**src/rtl/alu_acc_ctrl.sv**
```systemverilog
// Accumulator controller around an external 4-bit ALU: valid/ready command in,
// valid/ready response out, with a 4-cycle shift-and-add multiply through ALU ADD passes.
module alu_acc_ctrl (
    input  logic       clk,
    input  logic       rst,
    input  logic       cmd_valid,
    output logic       cmd_ready,
    input  logic [2:0] cmd_op,
    input  logic [3:0] cmd_data,
    output logic       rsp_valid,
    input  logic       rsp_ready,
    output logic [3:0] rsp_data,
    output logic       rsp_carry,
    output logic       rsp_zero,
    output logic       rsp_err,
    output logic [3:0] alu_a,
    output logic [3:0] alu_b,
    output logic [1:0] alu_sel,
    input  logic [3:0] alu_result,
    input  logic       alu_carry,
    input  logic       alu_zero,
    output logic [3:0] acc_out
);

    // Handshakes: a transfer happens on a rising edge where valid and ready are both
    // high; valid and its payload are held unchanged until that edge.

    localparam logic [2:0] OP_LOAD = 3'b000;
    localparam logic [2:0] OP_ADD  = 3'b001;
    localparam logic [2:0] OP_SUB  = 3'b010;
    localparam logic [2:0] OP_AND  = 3'b011;
    localparam logic [2:0] OP_OR   = 3'b100;
    localparam logic [2:0] OP_MUL  = 3'b101;
    localparam logic [2:0] OP_CLR  = 3'b110;
    localparam logic [2:0] OP_ILL  = 3'b111;

    typedef enum logic [1:0] {IDLE, EXEC, MUL, RESP} state_t;

    state_t     state;
    state_t     state_nxt;
    logic [2:0] op_q;
    logic [3:0] opnd_q;
    logic [3:0] acc;
    logic [3:0] p;
    logic [1:0] idx;
    logic       sticky;
    logic       carry_q;
    logic       zero_q;
    logic       err_q;

    logic [3:0] acc_nxt;
    logic       carry_nxt;
    logic       zero_nxt;
    logic       err_nxt;

    logic [7:0] m_shift;
    logic       take;
    logic [3:0] p_nxt;
    logic       sticky_nxt;

    // Multiplicand is the accumulator itself; it cannot change while MUL runs.
    assign m_shift    = {4'b0000, acc} << idx;
    assign take       = opnd_q[idx];
    assign p_nxt      = take ? alu_result : p;
    assign sticky_nxt = sticky | (take & (alu_carry | (|m_shift[7:4])));

    assign cmd_ready = (state == IDLE) & ~rst;
    assign rsp_valid = (state == RESP);
    assign rsp_data  = acc;
    assign rsp_carry = carry_q;
    assign rsp_zero  = zero_q;
    assign rsp_err   = err_q;
    assign acc_out   = acc;

    always_comb begin
        acc_nxt   = acc;
        carry_nxt = 1'b0;
        zero_nxt  = (acc == 4'd0);
        err_nxt   = 1'b0;
        case (op_q)
            OP_ADD, OP_SUB, OP_AND, OP_OR: begin
                acc_nxt   = alu_result;
                carry_nxt = alu_carry;
                zero_nxt  = alu_zero;
            end
            OP_LOAD: begin
                acc_nxt  = opnd_q;
                zero_nxt = (opnd_q == 4'd0);
            end
            OP_CLR: begin
                acc_nxt  = 4'd0;
                zero_nxt = 1'b1;
            end
            default: err_nxt = (op_q == OP_ILL);
        endcase
    end

    always_comb begin
        state_nxt = state;
        alu_a     = acc;
        alu_b     = opnd_q;
        alu_sel   = 2'b00;
        case (state)
            IDLE: begin
                if (cmd_valid) state_nxt = (cmd_op == OP_MUL) ? MUL : EXEC;
            end
            EXEC: begin
                case (op_q)
                    OP_SUB:  alu_sel = 2'b01;
                    OP_AND:  alu_sel = 2'b10;
                    OP_OR:   alu_sel = 2'b11;
                    default: alu_sel = 2'b00;
                endcase
                state_nxt = RESP;
            end
            MUL: begin
                alu_a = p;
                alu_b = m_shift[3:0];
                if (idx == 2'd3) state_nxt = RESP;
            end
            RESP: begin
                if (rsp_ready) state_nxt = IDLE;
            end
            default: state_nxt = IDLE;
        endcase
    end

    always_ff @(posedge clk or posedge rst) begin
        if (rst) state <= IDLE;
        else     state <= state_nxt;
    end

    always_ff @(posedge clk or posedge rst) begin
        if (rst) begin
            op_q    <= 3'd0;
            opnd_q  <= 4'd0;
            acc     <= 4'd0;
            p       <= 4'd0;
            idx     <= 2'd0;
            sticky  <= 1'b0;
            carry_q <= 1'b0;
            zero_q  <= 1'b0;
            err_q   <= 1'b0;
        end else begin
            case (state)
                IDLE: begin
                    if (cmd_valid) begin
                        op_q   <= cmd_op;
                        opnd_q <= cmd_data;
                        p      <= 4'd0;
                        idx    <= 2'd0;
                        sticky <= 1'b0;
                    end
                end
                EXEC: begin
                    acc     <= acc_nxt;
                    carry_q <= carry_nxt;
                    zero_q  <= zero_nxt;
                    err_q   <= err_nxt;
                end
                MUL: begin
                    p      <= p_nxt;
                    sticky <= sticky_nxt;
                    idx    <= idx + 2'd1;
                    if (idx == 2'd3) begin
                        acc     <= p_nxt;
                        carry_q <= sticky_nxt;
                        zero_q  <= (p_nxt == 4'd0);
                        err_q   <= 1'b0;
                    end
                end
                RESP: begin
                    if (rsp_ready) err_q <= 1'b0;
                end
                default: ;
            endcase
        end
    end

endmodule
```
**config.mk**
```make
export PLATFORM = sky130hd
export DESIGN_NAME = alu_acc_ctrl
export DESIGN_NICKNAME = d
export VERILOG_FILES = /design/src/rtl/alu_acc_ctrl.sv
export SDC_FILE = /design/constraint.sdc
export NUM_CORES = 1
export LEC_CHECK = 0
export CAP_MARGIN = 15
export CORE_ASPECT_RATIO = 0.5
export CORE_MARGIN = 4
export CORE_UTILIZATION = 45
export CTS_CLUSTER_SIZE = 8
export DETAILED_ROUTE_END_ITERATION = 8
export GPL_ROUTABILITY_DRIVEN = 0
export GPL_TIMING_DRIVEN = 0
export PLACE_DENSITY = 0.71
export SKIP_LAST_GASP = 1
export SYNTH_ARGS = -nofsm -noshare
export SYNTH_HDL_FRONTEND = slang
export SYNTH_SLANG_ARGS = --single-unit
```
**constraint.sdc**
```tcl
create_clock -name clk -period 3.8 [get_ports clk]
set_input_delay 0.76 -clock clk [delete_from_list [all_inputs] [get_ports clk]]
set_output_delay 0.76 -clock clk [all_outputs]
set_load 0.005 [all_outputs]
```
### Word level (Yosys, flattened, before mapping)

Index checks and enable logic that the tools add are counted.
Widths: inputs -> output; s select.

| cells by class | value |
|---|---|
| add/subtract/negate cells | 1 |
| $mul | 0 |
| divide/modulo/power cells | 0 |
| order comparisons | 1 |
| eq/ne operators | 15 |
| shift operators | 1 |
| multiplexer cells | 31 |
| bitwise operators | 5 |
| reduce and logical (&&, ||, !) cells | 17 |

Operators with widths:

| kind | number |
|---|---|
| $mux 4 | 5 |
| $pmux 4 s2 | 2 |
| $eq 3x3->1 const B | 4 |
| $logic_not 4->1 | 3 |
| $mux 2 | 6 |
| $pmux 4 s3 | 1 |
| $reduce_and 3->1 | 3 |
| $mux 1 | 8 |
| $pmux 2 s4 | 1 |
| $reduce_or 4->1 | 2 |
| $shl 4x2->8 | 1 |
| $eq 2x2->1 const B | 3 |
| $eq 3x2->1 const B | 2 |
| $pmux 1 s2 | 3 |
| $pmux 1 s3 | 2 |
| $pmux 2 s3 | 1 |
| $reduce_and 2->1 | 3 |
| $reduce_or 6->1 | 1 |
| $ne 2x2->1 const B | 2 |
| $ne 4x1->1 const B | 1 |
| $pmux 2 s2 | 1 |
| $reduce_bool 2->1 | 2 |
| $eq 3x1->1 const B | 1 |
| $logic_not 3->1 | 1 |
| 10 further kinds | 12 |

| storage, ports and cells | value |
|---|---|
| register bits | 23 |
| latch bits | 0 |
| RAM bits | 0 |
| memory bits (read-only) | 0 |
| bits of input ports | 17 |
| output and inout bits | 23 |
| logic and storage cells | 81 |
| memories kept | 0 |

### Depth between registers and ports, before layout

| depth | value |
|---|---|
| depth after elaboration | 7 |
| gate-level depth with buffers | 7 |
| mapped depth without buffers | 6 |

### Worst setup path before layout

Ideal clock, no wire load.

| path | value |
|---|---|
| path type | reg-to-output |
| start point | register state[0] |
| end point | output alu_b[2] |
| arrival time | 1.568 ns |
| data required time | 3.040 ns |
| setup slack | 1.472 ns |
| stages on the path, launching flop included | 8 |
| buffers on the path | 3 |
| cells stage by stage | dfrtp_1 -> inv_1 -> ha_1 -> clkbuf_1 -> buf_2 -> clkbuf_1 -> nor2_1 -> a21oi_1 |

| between the ends | value |
|---|---|
| cells in the longest elaborated chain, start to end | 2 |

RTL lines:

| element | RTL line | source |
|---|---|---|
| from (decl) | 39 | `state_t state;` |
| from (signal assigned) | 130 | `else state <= state_nxt;` |
| $eq 2x2->1 | 103 | `case (state)` |
| $mux 4 | 103 |  |
| to (decl) | 17 | `output logic [3:0] alu_b,` |

Every way passes these cells.

### Final worst setup path

Ends and elaborated chain as after synthesis.

==> out/qor.yml <==
critPathLaunch: "state[0]$_DFFE_PP0P_"
seqPwrFrac_pct: 23.8
grt_pass1_wl_mm: 7.71
syn_area_sq_um: 1760
clk_pin_slew_worst_paths_ns: 0.08
start_kind: "flip-flop"
rrSetupSlack_ns: 1.51
ir_drop_v: 0.000419
period_share_pct: 94.8
routed_wl_mm: 4.79
io_buffers: 38
dp_hpwl_mm: 3.59
crit_required_ns: 3.04
slew_headroom_pct: 39.5
power.leakage_nw: 0.931
netlist.area_leader.share_pct: 32.7
viasPerCell: 5.90
core_sq_um: 3580
htree_levels: 1
die_y_um: 52.2
tritoncts: "built"
via_count: 1659
endpoint_kind: "primary output"
grt_pass1_vias: 1547
synth_ff_type: "dfrtp_1"
dieArea_sq_um: 5030
setup_viol: 0
holdPathEnd: "rsp_err$_DFFE_PP0P_"
ctsRootBufferMaster: "clkbuf_8"
drive_above_1_share_pct: 15.2
hold_start: "rsp_err$_DFFE_PP0P_"
ys_top_cells_by_count: "23 x dfrtp_1, 15 x mux2_2, 15 x o21ai_0"
synthSimpleGateAreaFrac_pct: 15.1
grt.total_usage_pct: 20.2
synth_top_family_by_area: "compound AO/OA/AOI/OAI gates"
cts_setup_buffers: 0
comb_power_share_pct: 69.1
rows: 15
synthMuxAreaShare_pct: 17.7
yosysWarningCount: 0
hold_depth: 2
clock_path_buffers: 2
p_int_mw: 1.22
swShare_pct: 43.5
postRouteAntennaNets: 0
post-route-util_pct: 62.7
worst_pin_slew_ns: 0.907
wire_per_inst_um: 17.1
synth_edf_count: 0
arrival_ns: 2.84
finalSetupTns_ns: 0
cts_made_buffers: 3
post-synth-top-count-cell: "dfrtp_1"
worst_hold_path_type: "reg2reg"
grt_start_max_net_pins: 24
die_x_um: 96.4
io_pins: 40
critPathMaxFanout: 10
initial_core_util_pct: 49.0
final.setup_skew_ns: 0.00724
yosysUniqueCellTypes: 49
syn-num-nets: 210
p_clk_share_pct: 7.1
synth-seq-cells: 23
post-route-min-period_ns: 3.60
run_status: "complete, no violations"
reg2reg_from: "state[0]$_DFFE_PP0P_"
yosysSeqAreaShare_pct: 32.7
diodes: 0
synth_fa_ha_area_share_pct: 3.56
synth-compound-area-share_pct: 22.3
drtIter0Drc: 195
drv_cap: 0
slew_viol_final: 0
grt_overflow_total: 0
worstSetupPathType: "reg2out"
drc_errors: 0
synth-xor-area-share_pct: 1.49
clk_latency_ns: 0.27
fmax_ghz: 0.278
cts_resized: 0
hold_viol: 0
nFillCells: 305
yosys-top-cells-area: "dfrtp_1 33%, mux2_2 9.6%, mux2i_1 6.8%"
synth_top_cell_by_area: "dfrtp_1"
ff2ff_path_depth: 7
avgSynthCellArea_sq_um: 9.35
ctsHoldBuffers: 0
reg2reg_to: "acc_out[2]$_DFFE_PP0P_"
power_density_nw_per_um2: 958
synth_cells: 188
clock-sinks: 23
p_switching_uw: 936
antenna_found_initial: 0
rsz0062_at_grt: "no"
area_delta_synth_final_pct: 27.8
whs_ns: 0.539
final_net_count: 253
async_reset_ff_share_pct: 100
first_pass_iters: 5
[placed cells by master (no fill, tap or decap), types with 2 or more instances in the layout]
master           instances
clkdlybuf4s50_1         38
dfrtp_1                 23
o21ai_0                 15
mux2_2                  15
nand2_1                 12
mux2i_1                 12
nor2_1                  11
a21oi_1                 10
clkbuf_1                 9
inv_1                    6
ha_1                     5
and3_2                   4
buf_4                    4
nor2b_1                  3
o211ai_1                 3
nor4_1                   3
nand2b_1                 3
xnor2_1                  3
o22a_1                   3
o22ai_1                  3
clkbuf_8                 3
buf_6                    2
buf_2                    2
nand4_1                  2
nand3_1                  2
and3_1                   2
a31oi_1                  2
a221o_1                  2
o2bb2ai_1                2
a211oi_1                 2
and2b_1                  2
o311ai_1                 2
a221oi_1                 2
[logic make-up (layout without fill, tap and decap cells)]
kind of cell,Yosys count,after routing
buf+inv,24,66
xor+xnor,3,3
flops,23,23
mux,28,28
fa+ha+maj,5,5
simple gates,50,50
compound gates,55,55
[flip-flops by register name, summed over array words and instances (netlist names)]
| signal | count |
|---|---|
| rsp_err | 1 |
| opnd_q | 4 |
| rsp_zero | 1 |
| op_q | 3 |
| idx | 2 |
| state | 2 |
| rsp_carry | 1 |
| acc_out | 4 |
| p | 4 |
| sticky | 1 |
[worst max path at each step]
stage	to	slack (ns)	cells after the start
detailed placement	alu_b[2]	0.53	8
global route	alu_b[2]	0.006	8
floorplan	alu_b[2]	1.47	7
global placement	alu_b[2]	0.56	8
CTS	alu_b[2]	0.22	8
finish	alu_b[2]	0.20	8
[per-layer routing]
metal	wire (um)	track usage [%]
met4	17	4.88
met5	0	0
met2	2110	30.4
met1	2260	29.1
met3	397	4.73
[final cells by class]
cell class / instances / area, sq um / share of cell area, %
buffer: 17 / 97.6 / 4.34
clock buffer: 4 / 45.0 / 2.00
inverter: 7 / 26.3 / 1.17
multi-input combinational: 141 / 1060 / 47.1
sequential: 23 / 576 / 25.6
tap: 51 / 63.8 / 2.84
timing repair buffer: 38 / 380 / 16.9
[power by group through the flow]
stage	logic [mW]	clock network, mW	registers (mW)
after detailed placement	1.47	0	0.512
after floorplan	0.984	0	0.467
after global placement	1.44	0	0.506
after global routing	1.62	0.172	0.529
after CTS	1.48	0.160	0.507
final	1.49	0.154	0.512
[through the flow]
| step | power (mW) | worst slack, ns | std cells | instance area [sq um] |
|---|---|---|---|---|
| detailed placement | 1.98 | 0.526 | 277 | 2200 |
| finish | 2.15 | 0.198 | 281 | 2250 |
| global route | 2.32 | 0.00602 | 281 | 2250 |
| global placement | 1.94 | 0.557 | 277 | 2200 |
| CTS | 2.14 | 0.225 | 281 | 2250 |
| floorplan | 1.45 | 1.47 | 188 | 1760 |
[worst max-delay path, stage by stage, from the launching register on]
cell,delay [ns]
dfrtp_1,0.41
inv_1,0.12
ha_1,0.19
clkbuf_1,0.36
buf_2,0.35
clkbuf_1,0.43
nor2_1,0.07
a21oi_1,0.13
clkdlybuf4s50_1,0.51
Note: power is estimated with default switching activity, not from simulation.
